`src/rtl/issue_scheduler.sv`:
```
// ID->EX issue controller: issues, bubbles or flushes the decode word, handles load-use stalls and forwarding selects.
// Optional stall counter output perf_stalls is built when ISSUE_STALL_CNT_EN is defined.
module issue_scheduler #(
    parameter int         CTRL_W   = 39,
    parameter logic [1:0] LOAD_SEL = 2'b01
`ifdef ISSUE_STALL_CNT_EN
    ,
    parameter int         CNT_W    = 32
`endif
) (
    input  logic              clk,
    input  logic              rst_n,
    input  logic              id_valid,
    input  logic [CTRL_W-1:0] id_ctrl,
    output logic              id_ready,
    input  logic              ex_ready,
    input  logic              ex_redirect,
    output logic              ex_valid,
    output logic [CTRL_W-1:0] ex_ctrl,
    output logic [1:0]        fwd_a_sel,
    output logic [1:0]        fwd_b_sel
`ifdef ISSUE_STALL_CNT_EN
    ,
    output logic [CNT_W-1:0]  perf_stalls
`endif
);

    localparam logic [1:0] SEL_RF  = 2'b00;
    localparam logic [1:0] SEL_EX  = 2'b01;
    localparam logic [1:0] SEL_MEM = 2'b10;

    logic              ex_valid_q, ex_valid_d;
    logic [CTRL_W-1:0] ex_ctrl_q, ex_ctrl_d;
    logic [4:0]        mem_cad_q, mem_cad_d;
    logic              mem_we_q, mem_we_d;
    logic [1:0]        fwd_a_q, fwd_a_d;
    logic [1:0]        fwd_b_q, fwd_b_d;

    logic [4:0] id_rs, id_rt, ex_cad;
    logic       uses_rt, ex_we, ex_load, hazard, issue;

    assign id_rs   = id_ctrl[9:5];
    assign id_rt   = id_ctrl[4:0];
    assign uses_rt = ~id_ctrl[34] | id_ctrl[15];
    assign ex_cad  = ex_ctrl_q[29:25];
    assign ex_we   = ex_ctrl_q[24];
    assign ex_load = ex_valid_q & ex_we & (ex_ctrl_q[23:22] == LOAD_SEL);

    assign hazard = id_valid & ex_load & (ex_cad != 5'd0) &
                    ((ex_cad == id_rs) | (uses_rt & (ex_cad == id_rt)));

    // A redirect flushes the ID word, so it is consumed even under a hazard.
    assign id_ready = ex_ready & (~hazard | ex_redirect);
    assign issue    = id_valid & ~hazard & ~ex_redirect;

    function automatic logic [1:0] src_sel(input logic [4:0] r);
        logic [1:0] s;
        s = SEL_RF;
        if (r != 5'd0) begin
            if (ex_valid_q & ex_we & (ex_cad == r))
                s = SEL_EX;
            else if (mem_we_q & (mem_cad_q == r))
                s = SEL_MEM;
        end
        return s;
    endfunction

    always_comb begin
        ex_valid_d = ex_valid_q;
        ex_ctrl_d  = ex_ctrl_q;
        mem_cad_d  = mem_cad_q;
        mem_we_d   = mem_we_q;
        fwd_a_d    = fwd_a_q;
        fwd_b_d    = fwd_b_q;
        if (ex_ready) begin
            ex_valid_d = issue;
            ex_ctrl_d  = issue ? id_ctrl : '0;
            mem_cad_d  = ex_valid_q ? ex_cad : 5'd0;
            mem_we_d   = ex_valid_q & ex_we;
            fwd_a_d    = issue ? src_sel(id_rs) : SEL_RF;
            fwd_b_d    = (issue & uses_rt) ? src_sel(id_rt) : SEL_RF;
        end
    end

    always_ff @(posedge clk or negedge rst_n) begin
        if (!rst_n) begin
            ex_valid_q <= 1'b0;
            ex_ctrl_q  <= '0;
            mem_cad_q  <= 5'd0;
            mem_we_q   <= 1'b0;
            fwd_a_q    <= SEL_RF;
            fwd_b_q    <= SEL_RF;
        end else begin
            ex_valid_q <= ex_valid_d;
            ex_ctrl_q  <= ex_ctrl_d;
            mem_cad_q  <= mem_cad_d;
            mem_we_q   <= mem_we_d;
            fwd_a_q    <= fwd_a_d;
            fwd_b_q    <= fwd_b_d;
        end
    end

    assign ex_valid  = ex_valid_q;
    assign ex_ctrl   = ex_ctrl_q;
    assign fwd_a_sel = fwd_a_q;
    assign fwd_b_sel = fwd_b_q;

`ifdef ISSUE_STALL_CNT_EN
    logic [CNT_W-1:0] stalls_q, stalls_d;
    logic             stall_evt;

    assign stall_evt = id_valid & ex_ready & hazard & ~ex_redirect;

    always_comb begin
        stalls_d = stalls_q;
        if (stall_evt && (stalls_q != {CNT_W{1'b1}}))
            stalls_d = stalls_q + 1'b1;
    end

    always_ff @(posedge clk or negedge rst_n) begin
        if (!rst_n) stalls_q <= '0;
        else        stalls_q <= stalls_d;
    end

    assign perf_stalls = stalls_q;
`endif

endmodule

```
`config.mk`:
```
export PLATFORM = sky130hd
export DESIGN_NAME = issue_scheduler
export DESIGN_NICKNAME = d
export VERILOG_FILES = /design/src/rtl/issue_scheduler.sv
export SDC_FILE = /design/constraint.sdc
export NUM_CORES = 1
export LEC_CHECK = 0
export ABC_AREA = 1
export CAP_MARGIN = 10
export CORE_MARGIN = 2
export CORE_UTILIZATION = 49
export DETAILED_ROUTE_END_ITERATION = 16
export GPL_TIMING_DRIVEN = 0
export PLACE_DENSITY = 0.86
export SLEW_MARGIN = 0
export SYNTH_ARGS = -nofsm -noshare
export SYNTH_HDL_FRONTEND = slang
export SYNTH_SLANG_ARGS = --single-unit
```
`constraint.sdc`:
```
create_clock -name clk -period 3 [get_ports clk]
set_clock_uncertainty 0.05 [all_clocks]
set_input_delay 0.45 -clock clk [delete_from_list [all_inputs] [get_ports clk]]
set_output_delay 0.45 -clock clk [all_outputs]
set_load 0.02 [all_outputs]
```
==> qor.yml <==
outcome:
  outcome: "completed"
clocking:
  post_cts_buffers: 0
  clk_latency_ns: 0.30
  cts_tree: "done"
  cts_root_buf: "clkbuf_8"
  cts.hold.buffers_added: 0
  max-clock-path-buffers: 2
  path_clk_slew_ns: 0.09
  cts_max_level: 2
  cts_resized: 0
  cts_buffers: 5
  clock-sinks: 50
place:
  post-place-ws_ns: 0.01967
  placed_cells: 478
  place_hpwl_um: 5328
  gp_congestion: 0.9445
  io_buffers: 88
route:
  route.detailed.drc: 0
  routed_wl_um: 7005
  drt_iter0_drc: 164
  ant_nets: 0
  routed_via_density: 5.179
  num_vias: 2517
  detail_route.first_pass.iterations: 4
  wl_per_cell_um: 14.41
power_and_ir_drop:
  power_density_nw_per_um2: 400.4
  p_total_uw: 1445
  clkPwrFrac_pct: 28.4
  p_seq_share_pct: 50.8
  intPower_uw: 1034
  p_leak_uw: 0.001786
  ir_drop_mv: 0.2394
  switchingPower_uw: 411.2
  p_comb_share_pct: 20.9
  p_sw_share_pct: 28.45
flow_run:
  maxCapViolations: 0
synthesis:
  synth_flop_cell: "dfrtp_1"
  synth_enable_flop_cells: 0
  async_flop_share_pct: 100.0
  synthDominantCellAreaShare_pct: 49.48
  synth.most_common_cell: "nand2_1"
  yosys_warnings: 0
  syn_area_sq_um: 2529
  synth_area_leader_cell: "dfrtp_1"
  synth.area.top_cells: "dfrtp_1 (49%), nand2_1 (19%), nand4_1 (12%), buf_6 (3.1%), inv_1 (2.7%)"
  ys_seq_area_share_pct: 49.48
  synthCells: 319
  syn_avg_cell_area_sq_um: 7.927
  synthTopCellsByCount: "nand2_1 (131), dfrtp_1 (50), nand4_1 (47)"
  syn-num-nets: 363
  synth_cell_types: 22
  yosys_register_bits: 50
timing:
  setup-violations-final: 0
  post-route-period-util_pct: 89.84
  fmax_mhz: 371.0
  holdWs_ns: 0.02972
  hold_violations: 0
  worstMarginPinSlew_ns: 0.5552
  slew_headroom_pct: 62.85
  period_needed_ns: 2.695
  drv_slew: 0
  tns_ns: 0
  rsz0062_at_grt: "no"
  fin_ws_ns: 0.3049
setup_path:
  critPathCaptureType: "primary output"
  crit_path_start: "id_ctrl[8]"
  critPathKind: "in -> out"
  required_ns: 2.50
  rr_startpoint: "ex_ctrl[26]$_DFFE_PN0P_"
  reg2reg_slack_ns: 1.32
  reg2reg_depth: 8
  startpoint_type: "input port"
  worstPathMaxFanout: 9
  r2r-end: "ex_ctrl[32]$_DFFE_PN0P_"
  crit_arrival_ns: 2.20
grt:
  overflow: 0
  grtUsageTotal_pct: 25.65
  grt_max_degree: 33
  grt_pass1_vias: 2425
  grt_pass1_wl_um: 11240
  antenna_found_initial: 0
worst_hold_path:
  hp-class: "in -> async"
final_layout:
  antenna_cells: 0
  area_growth_pct: 42.75
  nets: 459
  drive_above_1_share_pct: 8.413
  finalNonFillerCells: 486
  fillers: 402
floorplanning:
  die_x_um: 75.84
  core_sq_um: 5042
  rows: 26
  io_pins: 89
  start_util_pct: 50.15
  die_h_um: 75.84
  die-area_sq_um: 5751
worst max-delay path: stages:
cell             delay, ns
clkdlybuf4s50_1       0.58
inv_1                 0.11
nand2_1               0.07
nand2_1               0.05
nor2_1                0.13
nand3_1               0.15
nand2_2               0.12
nand2_4               0.10
o21ai_0               0.17
inv_1                 0.07
dlymetal6s2s_1        0.20
per-stage QoR:
stage                     area (sq um)  utilization [%]
after global placement            3497            69.35
after floorplan                   2529                -
after CTS                         3607            71.54
after detailed placement          3512            69.65
after global routing              3610            71.59
final                             3610            71.59
registers in the layout, indices dropped and copies added, names as in the netlist:
name and count:
ex_ctrl 39, mem_cad_q 5, fwd_a_sel 2, fwd_b_sel 2
ex_valid 1, mem_we_q 1
power by group through the flow:
stage / registers, uW / logic (uW) / clock network, uW
2_1_floorplan: 779 / 94.8 / 0
3_3_place_gp: 746 / 293 / 0
3_5_place_dp: 746 / 302 / 0
4_1_cts: 734 / 303 / 414
5_1_grt: 738 / 328 / 446
6_report: 734 / 302 / 410
how the worst max path moves through the flow:
stage                                   endpoint  slack [ns]  cells past startpoint
after global placement    ex_ctrl[6]$_DFFE_PN0P_        0.02                      1
after detailed placement                id_ready        0.02                     11
after floorplan                         id_ready        1.14                      7
after global routing                    id_ready        0.20                     11
after CTS                               id_ready       0.006                     11
final                                   id_ready        0.30                     11
layer usage:
layer	wire length, um	track usage [%]	up-vias
li1	-	-	1242
met1	2886	35.00	1151
met2	3409	40.90	114
met3	624	5.688	10
met4	85	7.992	0
met5	0	0	-
cell families (layout without fill, tap and decap cells):
family / Yosys count / after routing / synth area share, %
AND/OR/NAND/NOR: 214 / 214 / 38.55
buffers and inverters: 42 / 139 / 8.659
XOR/XNOR: 5 / 5 / 1.732
flip-flops: 50 / 50 / 49.48
AO/OA/AOI/OAI: 8 / 8 / 1.583
placed cells by master, fill, tap and decap left out, types with 2 or more instances in the layout:
master and n:
inv_1 18, nor3_1 4, inv_2 4, buf_6 7, clkdlybuf4s50_1 86, nand4_1 47, nand2_1 131, xnor2_1 3
nand3_2 2, o21ai_0 7, clkbuf_1 5, buf_2 7, clkinv_2 2, nor2_1 13, nand3_1 12, xor2_1 2
nand2_2 2, dfrtp_1 50, clkbuf_8 6
final cells by class:
type	count	area, sq um	share of cell area, %
Inverter	24	91.34	2.530
Clock inverter	2	12.51	0.3466
Timing Repair Buffer	89	898.4	24.89
Buffer	18	127.6	3.536
Sequential cell	50	1251	34.66
Tap cell	70	87.58	2.426
Multi-Input combinational cell	227	1059	29.32
Clock buffer	6	82.58	2.288
Note: power is estimated with default switching activity, not from simulation.
==> patch, RTL diff (config.mk and constraints unchanged) <==
Add a define of `ISSUE_STALL_CNT_EN`.
--- a/src/rtl/issue_scheduler.sv
+++ b/src/rtl/issue_scheduler.sv
@@ -1,5 +1,7 @@
 // ID->EX issue controller: issues, bubbles or flushes the decode word, handles load-use stalls and forwarding selects.
 // Optional stall counter output perf_stalls is built when ISSUE_STALL_CNT_EN is defined.
+`define ISSUE_STALL_CNT_EN
+
 module issue_scheduler #(
     parameter int         CTRL_W   = 39,
     parameter logic [1:0] LOAD_SEL = 2'b01
Function (old outputs only; new: perf_stalls): kept (Yosys induction, for registers that start in step).
==> patch against the original RTL <==
- largest cell class is now multi-input gates
- design area up 75%
- critical endpoint unchanged
- sequential cell count up 32
- total power up 59%
- clock power up 100%
- highest routed layer unchanged
- critical path type unchanged
- synthesized area up 86%
- largest power group unchanged
- worst hold slack better by 0.35 ns
- routed wire length up 100%
- setup slack worse by 0.19 ns
==> patch: results (changes against the original RTL) <==
| Metric | Value |
|---|---|
| Outcome | `finished clean` |
| Pwr per Cell Area | `363 nW/µm² (-9.3%)` |
| Max stage delay on crit path | `0.54 ns (-0.04 ns)` |
| Total track usage | `28.0% (+2.4 points)` |
| Final HPWL DP | `10,900 µm (+100%)` |
| Tightest slew margin relative to the limit | `62.7% (-0.12 points)` |
| Dpl ws | `-0.312 ns (-0.332 ns)` |
| H-tree level count | `3 (+1)` |
| CTS resizes | `3 (+3)` |
| Synth-to-layout area growth | `34.0%` |
| Net Sw Power | `0.607 mW (+48%)` |
| Length of routed wiring on met1 | `6210 µm (+120%)` |
| Port bufs | `119 (+35%)` |
| Part of the Yosys area used for sequential elements | `43.6% (-5.9 points)` |
| Post-synthesis cell type count | `34 (+55%)` |
| Fraction of met3 tracks used by global routing | `4.45% (-1.2 points)` |
| Worst supply voltage drop on vdd | `0.294 mV (+23%)` |
| Number of buffers added to fix hold violations after cts | `1 (+1)` |
| Weighted congestion at the end of routability-driven global placement | `0.917 (-2.9%)` |
| LEAKAGE | `3.13 nW (+75%)` |
| Met3 Wirelength | `1090 µm (+75%)` |
| Grt met1 use | `39.3% (+4.3 points)` |
| Met2 Use GR | `45.3% (+4.4 points)` |
| Via count of the first global-routing pass | `4,524 (+87%)` |
| Top area cells in the synthesized netlist | `sky130_fd_sc_hd__dfrtp_1, sky130_fd_sc_hd__nand2_1, sky130_fd_sc_hd__nand3_1, sky130_fd_sc_hd__xor2_1, sky130_fd_sc_hd__inv_1` |
| Arrival time reported for the critical path endpoint | `2.39 ns (+0.19 ns)` |
| Worst-path fanout max | `15 (+6)` |
| Fraction of final layout cells sized beyond drive strength 1 | `5.69% (-2.7 points)` |
| Layout Nets | `796 (+73%)` |
| Initial DRC Count | `356 (+120%)` |
| Instance area after placement | `6080 µm² (+73%)` |
| Most instantiated cells after synthesis | `sky130_fd_sc_hd__nand2_1, sky130_fd_sc_hd__dfrtp_1, sky130_fd_sc_hd__nand3_1` |
| Number of buffers inserted during clock tree synthesis | `9 (+4)` |
| Number of detailed-route iterations in the first pass | `5 (+1)` |
| Final Routed Wirelength | `14,300 µm (+100%)` |
| Power Clock | `0.820 mW (+100%)` |
| Met2 Routed Length | `6840 µm (+100%)` |
| Largest net degree at the start of global routing | `49 (+48%)` |
| Synth Net Count | `664 (+83%)` |
## patch: cell count changes after synthesis, sizes merged, moves of 29 or more
cell,delta
nand3,+68
inv,+47
nand2,+45
nand4,-36
dfrtp,+32
o21bai,+29
## patch: worst paths after layout
| kind | slack, ns | from | end | depth (start not counted) |
|---|---|---|---|---|
| max | 0.11 | id_ctrl[3] | id_ready | 11 |
| min | 0.38 | ex_ready | mem_cad_q[2]$_DFFE_PN0P_ | 2 |
| max reg2reg | 0.72 | perf_stalls[0]$_DFFE_PN0P_ | perf_stalls[1]$_DFFE_PN0P_ | 10 |
| min reg2reg | 0.44 | ex_ctrl[35]$_DFFE_PN0P_ | ex_ctrl[35]$_DFFE_PN0P_ | 2 |
| max in group asynchronous | 1.76 | rst_n | perf_stalls[13]$_DFFE_PN0P_ | 3 |
| min in group asynchronous | 0.54 | rst_n | ex_ctrl[8]$_DFFE_PN0P_ | 2 |
## patch: through the flow
step / utilization (%) / cells
after floorplan: - / 619
after global placement: 65.3 / 867
after detailed placement: 65.5 / 868
after CTS: 67.8 / 884
after global routing: 67.9 / 885
final: 67.9 / 885
## patch: final cells by class
class | count | area [µm²]
Buffer | 21 | 120
Clock buffer | 12 | 145
Multi-Input combinational cell | 444 | 2280
Timing Repair Buffer | 122 | 1230
Clock inverter | 4 | 51.3
Tap cell | 129 | 161
Fill cell | 808 | 2980
Sequential cell | 82 | 2050
Inverter | 71 | 267
## patch: logic make-up (layout without fill, tap and decap cells)
logic type | Yosys count | after routing | share of synthesized area (%)
buf+inv | 93 | 230 | 8.32
flops | 82 | 82 | 43.6
fa+ha+maj | 1 | 1 | 0.266
xor+xnor | 32 | 32 | 5.96
simple gates | 344 | 344 | 32.7
compound gates | 67 | 67 | 9.17
